--- src/rtl/gpu_inst_decoder.sv ---
// gpu_inst_decoder
//   Pops a 1-4 word instruction (header + 0/2/3 vertex words) from a
//   first-word-fall-through command FIFO while the controller requests a
//   decode. Unpacks it into registered shape/alpha fields and holds them
//   until the consuming engine acknowledges.
//
// Ports
//   clk, rst           : clock, synchronous active-high reset
//   read_en            : controller decode request (level)
//   fifo_empty         : command FIFO empty
//   fifo_rdata         : FIFO head word (valid when fifo_empty = 0)
//   fifo_rd            : pop strobe, head advances on the same edge
//   inst_ack           : consumer has latched the fields
//   decode_fin         : one-cycle pulse, fields valid
//   decode_full        : fields held, not yet acknowledged
//   decode_err         : one-cycle pulse after an illegal opcode is popped
//   inst_type          : 0 = shape, 1 = alpha
//   num_vert           : 2 = line, 3 = triangle, 0 = alpha
//   fill, color, alpha : shape fill flag, RGB888 color, blend factor
//   v0..v2 x/y         : vertex coordinates
module gpu_inst_decoder #(
    parameter int unsigned CW = 10,
    parameter int unsigned DW = 32
) (
    input  logic          clk,
    input  logic          rst,
    input  logic          read_en,
    input  logic          fifo_empty,
    input  logic [DW-1:0] fifo_rdata,
    output logic          fifo_rd,
    input  logic          inst_ack,
    output logic          decode_fin,
    output logic          decode_full,
    output logic          decode_err,
    output logic          inst_type,
    output logic [1:0]    num_vert,
    output logic          fill,
    output logic [23:0]   color,
    output logic [7:0]    alpha,
    output logic [CW-1:0] v0_x,
    output logic [CW-1:0] v0_y,
    output logic [CW-1:0] v1_x,
    output logic [CW-1:0] v1_y,
    output logic [CW-1:0] v2_x,
    output logic [CW-1:0] v2_y
);

    typedef enum logic [1:0] {
        S_IDLE,
        S_HDR,
        S_OPER,
        S_DONE
    } state_t;

    localparam logic [3:0] OP_LINE  = 4'd1;
    localparam logic [3:0] OP_TRI   = 4'd2;
    localparam logic [3:0] OP_ALPHA = 4'd3;

    state_t        state_q, state_d;
    logic [1:0]    cnt_q, cnt_d;
    logic          full_q, full_d;
    logic          err_q, err_d;

    logic          inst_type_q;
    logic [1:0]    num_vert_q;
    logic          fill_q;
    logic [23:0]   color_q;
    logic [7:0]    alpha_q;
    logic [CW-1:0] vx_q [3];
    logic [CW-1:0] vy_q [3];

    logic          pop;
    logic          hdr_pop;
    logic          vtx_pop;
    logic [3:0]    opcode;
    logic          op_legal;

    assign opcode   = fifo_rdata[31:28];
    assign op_legal = (opcode == OP_LINE) || (opcode == OP_TRI) || (opcode == OP_ALPHA);

    // Header bits 27:26 carry no information in any word format.
    logic unused_hdr_bits;
    assign unused_hdr_bits = ^fifo_rdata[27:26];

    always_comb begin
        state_d = state_q;
        cnt_d   = cnt_q;
        pop     = 1'b0;
        hdr_pop = 1'b0;
        vtx_pop = 1'b0;
        case (state_q)
            S_IDLE: begin
                if (read_en && !full_q) state_d = S_HDR;
            end
            S_HDR: begin
                if (!fifo_empty) begin
                    pop     = 1'b1;
                    hdr_pop = 1'b1;
                    case (opcode)
                        OP_LINE, OP_TRI: begin
                            cnt_d   = 2'd0;
                            state_d = S_OPER;
                        end
                        OP_ALPHA: state_d = S_DONE;
                        default:  state_d = S_IDLE;
                    endcase
                end
            end
            S_OPER: begin
                if (!fifo_empty) begin
                    pop     = 1'b1;
                    vtx_pop = 1'b1;
                    cnt_d   = cnt_q + 2'd1;
                    if (cnt_q == num_vert_q - 2'd1) state_d = S_DONE;
                end
            end
            S_DONE: state_d = S_IDLE;
            default: state_d = S_IDLE;
        endcase
        full_d = (state_q == S_DONE) || (full_q && !inst_ack);
        err_d  = hdr_pop && !op_legal;
    end

    always_ff @(posedge clk) begin
        if (rst) begin
            state_q     <= S_IDLE;
            cnt_q       <= '0;
            full_q      <= 1'b0;
            err_q       <= 1'b0;
            inst_type_q <= 1'b0;
            num_vert_q  <= '0;
            fill_q      <= 1'b0;
            color_q     <= '0;
            alpha_q     <= '0;
            for (int unsigned i = 0; i < 3; i++) begin
                vx_q[i] <= '0;
                vy_q[i] <= '0;
            end
        end else begin
            state_q <= state_d;
            cnt_q   <= cnt_d;
            full_q  <= full_d;
            err_q   <= err_d;
            if (hdr_pop) begin
                if (opcode == OP_LINE || opcode == OP_TRI) begin
                    inst_type_q <= 1'b0;
                    num_vert_q  <= (opcode == OP_LINE) ? 2'd2 : 2'd3;
                    fill_q      <= fifo_rdata[24];
                    color_q     <= fifo_rdata[23:0];
                end else if (opcode == OP_ALPHA) begin
                    inst_type_q <= 1'b1;
                    num_vert_q  <= 2'd0;
                    fill_q      <= 1'b0;
                    alpha_q     <= fifo_rdata[7:0];
                end
            end
            for (int unsigned i = 0; i < 3; i++) begin
                if (vtx_pop && cnt_q == 2'(i)) begin
                    vx_q[i] <= fifo_rdata[16 +: CW];
                    vy_q[i] <= fifo_rdata[0 +: CW];
                end
            end
        end
    end

    // Pop is masked during reset so an aborted decode never advances the FIFO.
    assign fifo_rd     = pop && !rst;
    assign decode_fin  = (state_q == S_DONE);
    assign decode_full = full_q;
    assign decode_err  = err_q;
    assign inst_type   = inst_type_q;
    assign num_vert    = num_vert_q;
    assign fill        = fill_q;
    assign color       = color_q;
    assign alpha       = alpha_q;
    assign v0_x        = vx_q[0];
    assign v0_y        = vy_q[0];
    assign v1_x        = vx_q[1];
    assign v1_y        = vy_q[1];
    assign v2_x        = vx_q[2];
    assign v2_y        = vy_q[2];

endmodule

--- config.mk ---
export PLATFORM = sky130hd
export DESIGN_NAME = gpu_inst_decoder
export DESIGN_NICKNAME = d
export VERILOG_FILES = /design/src/rtl/gpu_inst_decoder.sv
export SDC_FILE = /design/constraint.sdc
export NUM_CORES = 1
export LEC_CHECK = 0
export CAP_MARGIN = 20
export CORE_AREA = 4 4 109 111
export CTS_CLUSTER_SIZE = 12
export DETAILED_ROUTE_END_ITERATION = 8
export DIE_AREA = 0 0 113 115
export SLEW_MARGIN = 10
export SYNTH_ARGS = -nofsm -noshare
export SYNTH_HDL_FRONTEND = slang
export SYNTH_SLANG_ARGS = --single-unit
--- constraint.sdc ---
create_clock -name clk -period 2.2 [get_ports clk]
set_clock_uncertainty 0.05 [all_clocks]
set_input_delay 0.44 -clock clk [delete_from_list [all_inputs] [get_ports clk]]
set_output_delay 0.44 -clock clk [all_outputs]
set_load 0.01 [all_outputs]
# --- Word-level counts from Yosys, hierarchy flattened ---
# Memories as Yosys holds them, arrays and structs flattened.
# Index checks and enable logic that the tools add are counted.
word_totals:
  input_bits: 37
  out_inout_bits: 100
  word_cells: 97
  reg_bits: 42
  memories: 2
  ram_bits: 60
op_classes:
  add_sub_neg: 2
  n_mux: 38
  n_reduce_logical: 25
  bitwise: 7
  n_eq_ne: 14
memory_table:
  columns: ["name", "depth", "word_bits", "read_ports", "rd_clocked_by_memory_dff", "write_ports", "line", "rtl"]
  rows:
  - ["vx_q", 3, 10, 3, 0, 3, "69", "logic [CW-1:0] vx_q [3];"]
  - ["vy_q", 3, 10, 3, 0, 3, "70", "logic [CW-1:0] vy_q [3];"]
op_table:
  columns: ["operator", "n"]
  rows:
  - ["$mux W10", 6]
  - ["$mux W1", 20]
  - ["$mux W2", 9]
  - ["$ne A2 B2 Y1 const B", 5]
  - ["$eq A4 B2 Y1 const B", 2]
  - ["$pmux W2 S2", 2]
  - ["$pmux W2 S4", 1]
  - ["$reduce_and A4 Y1", 2]
  - ["$logic_and A1 B1 Y1", 7]
  - ["$eq A2 B2 Y1 const B", 3]
  - ["$or A1 B1 Y1", 6]
  - ["$eq A2 B1 Y1 const B", 2]
  - ["$eq A4 B1 Y1 const B", 1]
  - ["$logic_not A1 Y1", 4]
  - ["$logic_not A2 Y1", 2]
  - ["$reduce_and A2 Y1", 2]
  - ["$reduce_bool A2 Y1", 2]
  - ["$reduce_or A2 Y1", 2]
  - ["$logic_or A1 B1 Y1", 3]
  - ["$reduce_and A3 Y1", 1]
  - ["$add A2 B1 Y2 const B", 1]
  - ["$eq A2 B2 Y1", 1]
  - ["$sub A2 B1 Y2 const B", 1]
  - ["$not A1 Y1", 1]

# --- Depth between registers and ports, before layout ---
depth:
  ltp_word: 7
  mapped_depth: 8
  mapped_depth_nobuf: 6

# --- Worst setup path before layout ---
# OpenSTA, ideal clock, no wires.
synth_timing:
  kind: "reg-to-reg"
  startpoint: "register (tool-made name)"
  endpoint: "register alpha_q[0], in the netlist alpha[0]"
  required_ns: 2.022
  slack_ns: 0.297
  arrival_time_ns: 1.725
  n_path_buf: 1
  period_less_slack_ns: 1.903
  path_stages_with_launch: 8
  cell_sequence: "dfxtp_1 -> inv_1 -> ha_1 -> or3b_2 -> nor3_2 -> buf_4 -> mux2i_1 -> nor2_1"
synth_rtl:
  columns: ["element", "line", "rtl"]
  rows:
  - ["to (signal assigned)", "154", "alpha_q <= fifo_rdata[7:0];"]
  - ["to (decl)", "68", "logic [7:0] alpha_q;"]

# --- Worst setup path in the final report ---
layout_timing:
  startpoint: "register state_q[0]"
  endpoint: "output port fifo_rd"
layout_between:
  elab_chain_cells: 4
  word_cells_on_any_way: 5
  cone_classes: "eq/ne: 2; mux: 1; reduce/logical: 2"
layout_lines:
  columns: ["element", "line", "rtl"]
  rows:
  - ["from (decl)", "59", "state_t state_q, state_d;"]
  - ["from (signal assigned)", "140", "state_q <= state_d;"]
  - ["$eq A2 B2 Y1 / $eq A2 B1 Y1 (equally long branches)", "91", "case (state_q)"]
  - ["$reduce_or A2 Y1 (no source line) *", null, null]
  - ["$mux W1 *", null, null]
  - ["$logic_and A1 B1 Y1 *", "167", "assign fifo_rd = pop && !rst;"]
  - ["to (decl)", "30", "output logic fifo_rd,"]
# Mark *: on every way between the ends. The rest lies on a longest branch, timed or not.

==> qor.json <==
{
  "switching_share": {"value": 22.80, "unit": "%"},
  "worst_hold_path_type": {"value": "reg2reg"},
  "grt_setup_unrepaired": {"value": "false"},
  "fp.dieH": {"value": 115, "unit": "um"},
  "first_iter_violations": {"value": 100},
  "coreArea": {"value": 10790, "unit": "um^2"},
  "clockBufferDepth": {"value": 2},
  "syn_inst": {"value": 296},
  "min_tclk_post_route": {"value": 2049, "unit": "ps"},
  "route.antenna.remaining_nets": {"value": 0},
  "routabilityCongestion": {"value": 0.7645},
  "cts.reportedPaths.clkPinSlew": {"value": 90, "unit": "ps"},
  "yosys.area.top_type_share": {"value": 47.86, "unit": "%"},
  "antenna_violations_before_repair": {"value": 0},
  "dr_pass1_iterations": {"value": 4},
  "placed_area": {"value": 5448, "unit": "um^2"},
  "internal_power": {"value": 2709, "unit": "uW"},
  "top_level_ports": {"value": 137},
  "async_flop_share": {"value": 0, "unit": "%"},
  "global_route.usage.total": {"value": 14.72, "unit": "%"},
  "layout.cells.most_common": {"value": "clkdlybuf4s50_1"},
  "preCtsSetupSlack": {"value": -108.5, "unit": "ps"},
  "first_global_vias": {"value": 2724},
  "initial_core_util": {"value": 34.88, "unit": "%"},
  "drive_above_1_share": {"value": 10.94, "unit": "%"},
  "dp_cells": {"value": 581},
  "synthesized_flop_and_latch_total": {"value": 102},
  "maxSlewViolCount": {"value": 0},
  "ys.warnings.count": {"value": 0},
  "leakage": {"value": 0.002002, "unit": "uW"},
  "setup.worst_path.start_class": {"value": "register"},
  "clock_tree.htree_level_count": {"value": 3},
  "clock-root-buffer": {"value": "clkbuf_8"},
  "tns": {"value": 0, "unit": "ps"},
  "cp-end-kind": {"value": "primary output"},
  "post_route_insts_no_fill": {"value": 597},
  "worst_slew_margin_rel": {"value": 66.52, "unit": "%"},
  "netlist_top_cells_area": {"value": "edfxtp_1, dfxtp_1, nand2_1"},
  "syn-num-nets": {"value": 341},
  "power.sequential.fraction": {"value": 59.6, "unit": "%"},
  "setup_slack": {"value": 151.3, "unit": "ps"},
  "stdcell_area": {"value": 5618, "unit": "um^2"},
  "ctsHoldBuffers": {"value": 0},
  "postSynth.topFlopCell": {"value": "edfxtp_1"},
  "final_total_pwr": {"value": 3509, "unit": "uW"},
  "pwr-share-comb": {"value": 12.2, "unit": "%"},
  "route.detailed.vias_per_inst": {"value": 4.568},
  "clkPwrFrac": {"value": 28.2, "unit": "%"},
  "numClockSinks": {"value": 102},
  "routed_wire_length_per_instance": {"value": 15.86, "unit": "um"},
  "syn-mean-instance-area": {"value": 12.72, "unit": "um^2"},
  "setup.worst_path.class": {"value": "reg2out"},
  "timing.max_cap.violations": {"value": 0},
  "placement_rows": {"value": 38},
  "ys_seq_area_share": {"value": 70.19, "unit": "%"},
  "postCtsSetupBuffers": {"value": 0},
  "power.switching": {"value": 800.0, "unit": "uW"},
  "placement.io_buffers": {"value": 134},
  "count_of_nets_after_finishing": {"value": 497},
  "totalWireLength": {"value": 9470, "unit": "um"},
  "grt_start_max_net_pins": {"value": 46},
  "dp_hpwl": {"value": 7035, "unit": "um"},
  "filler_cell_count": {"value": 980},
  "floorplan.die_area": {"value": 13000, "unit": "um^2"},
  "area_of_the_mapped_netlist": {"value": 3765, "unit": "um^2"},
  "worst-path-max-fanout": {"value": 5},
  "clock_tree_from_tritoncts": {"value": "yes"},
  "critPathArrivalTime": {"value": 1560, "unit": "ps"},
  "via_count": {"value": 2727},
  "grt_first_pass_wirelength": {"value": 14700, "unit": "um"},
  "outcome": {"value": "completed"},
  "min_period_over_period": {"value": 93.12, "unit": "%"},
  "synth_enable_flop_cells": {"value": 60},
  "worstPathRequired": {"value": 1710, "unit": "ps"},
  "p_per_area": {"value": 624.6, "unit": "nW/um^2"},
  "commonest_cells_after_routing_fill_and_taps_aside": {"value": "clkdlybuf4s50_1, edfxtp_1, nand2_1"},
  "report.final.setup_viol": {"value": 0},
  "vdd_ir_drop_max": {"value": 284.5, "unit": "uV"},
  "ys_types": {"value": 39},
  "cts_buf_count": {"value": 9},
  "drcViolationCount": {"value": 0},
  "worst_skew_pair.late_latency": {"value": 350, "unit": "ps"},
  "dieWidth": {"value": 113, "unit": "um"},
  "finalHoldViolations": {"value": 0},
  "yosysTopAreaCell": {"value": "edfxtp_1"},
  "fmax": {"value": 488.1, "unit": "MHz"},
  "grt-ovfl-total": {"value": 0},
  "antenna-diode-count": {"value": 0},
  "tightestPinTransition": {"value": 502.2, "unit": "ps"},
  "syn2layout_area_growth": {"value": 49.22, "unit": "%"}
}
## timing repair
item                                    CTS  global route
endpoints found under the setup margin    1             2
gates cloned                              0             0
endpoints found under the hold margin     0             0
pin swaps                                 0             1
gates resized for setup                   3             3
## layer usage
layer | track usage [%] | up-vias | wire [um]
met3 | 3.684 | 10 | 524
met1 | 17.17 | 1299 | 3889
met4 | 6.490 | 0 | 153
met2 | 25.75 | 77 | 4903
met5 | 0 | - | 0
li1 | - | 1341 | -
## worst max-delay path, stage by stage, from the launching register on
cell,delay (ps)
dfxtp_2,370
inv_1,110
ha_1,320
and2_1,140
dlygate4sd2_1,270
## metrics by stage
| stage | util [%] | hold slack [ps] |
|---|---|---|
| 6_report | 52.05 | 406.2 |
| 5_1_grt | 52.05 | 432.5 |
| 4_1_cts | 51.96 | 409.4 |
| 3_5_place_dp | 50.48 | 396.9 |
| 3_3_place_gp | 50.48 | 392.6 |
| 2_1_floorplan | - | 422.6 |
## power by group through the flow
stage	registers, uW	clock network, uW	logic, uW
after floorplan	2160	0	139
after global placement	2130	0	422
after detailed placement	2140	0	426
after CTS	2090	1030	427
after global routing	2100	1110	464
final	2090	990	427
## logic make-up after synthesis
logic type / after synthesis / synth area share (%)
compound gates: 47 / 7.544
xor+xnor: 2 / 0.4654
fa+ha+maj: 8 / 2.659
buf+inv: 21 / 2.626
flops: 102 / 70.19
mux: 10 / 2.692
simple gates: 106 / 13.83
## final timing paths
path,end,startpoint,slack [ps],cells past startpoint
max,fifo_rd,state_q[0],150,4
min,color[13],color[13],410,2
max reg2reg,alpha[2],register,160,7
min reg2reg,color[13],color[13],410,2
## registers in the layout, indices dropped and copies added, names as in the netlist, named ones only
signal,cells
vx_q,30
vy_q,30
color,24
alpha,8
cnt_q,2
num_vert,2
decode_err,1
decode_full,1
fill,1
inst_type,1
state_q,1
## area by class of cell
type | count | area, um^2 | area share (%)
Sequential cell | 102 | 2645 | 47.08
Timing Repair Buffer | 159 | 1577 | 28.06
Multi-Input combinational cell | 173 | 1036 | 18.44
Tap cell | 140 | 175.2 | 3.118
Clock buffer | 12 | 135.1 | 2.405
Inverter | 7 | 26.28 | 0.4677
Clock inverter | 4 | 23.77 | 0.4232
## Yosys cell counts, drive strengths merged (2+ instances only)
library cell,number
edfxtp,60
nand2,50
dfxtp,42
a21oi,31
and2,21
nor2,17
clkbuf,10
mux2i,9
ha,8
inv,7
o21ai,5
buf,4
nor3,4
a21o,3
nand2b,3
nor4,2
o21bai,2
xnor2,2
No activity file was read; power rests on OpenSTA's default activity.
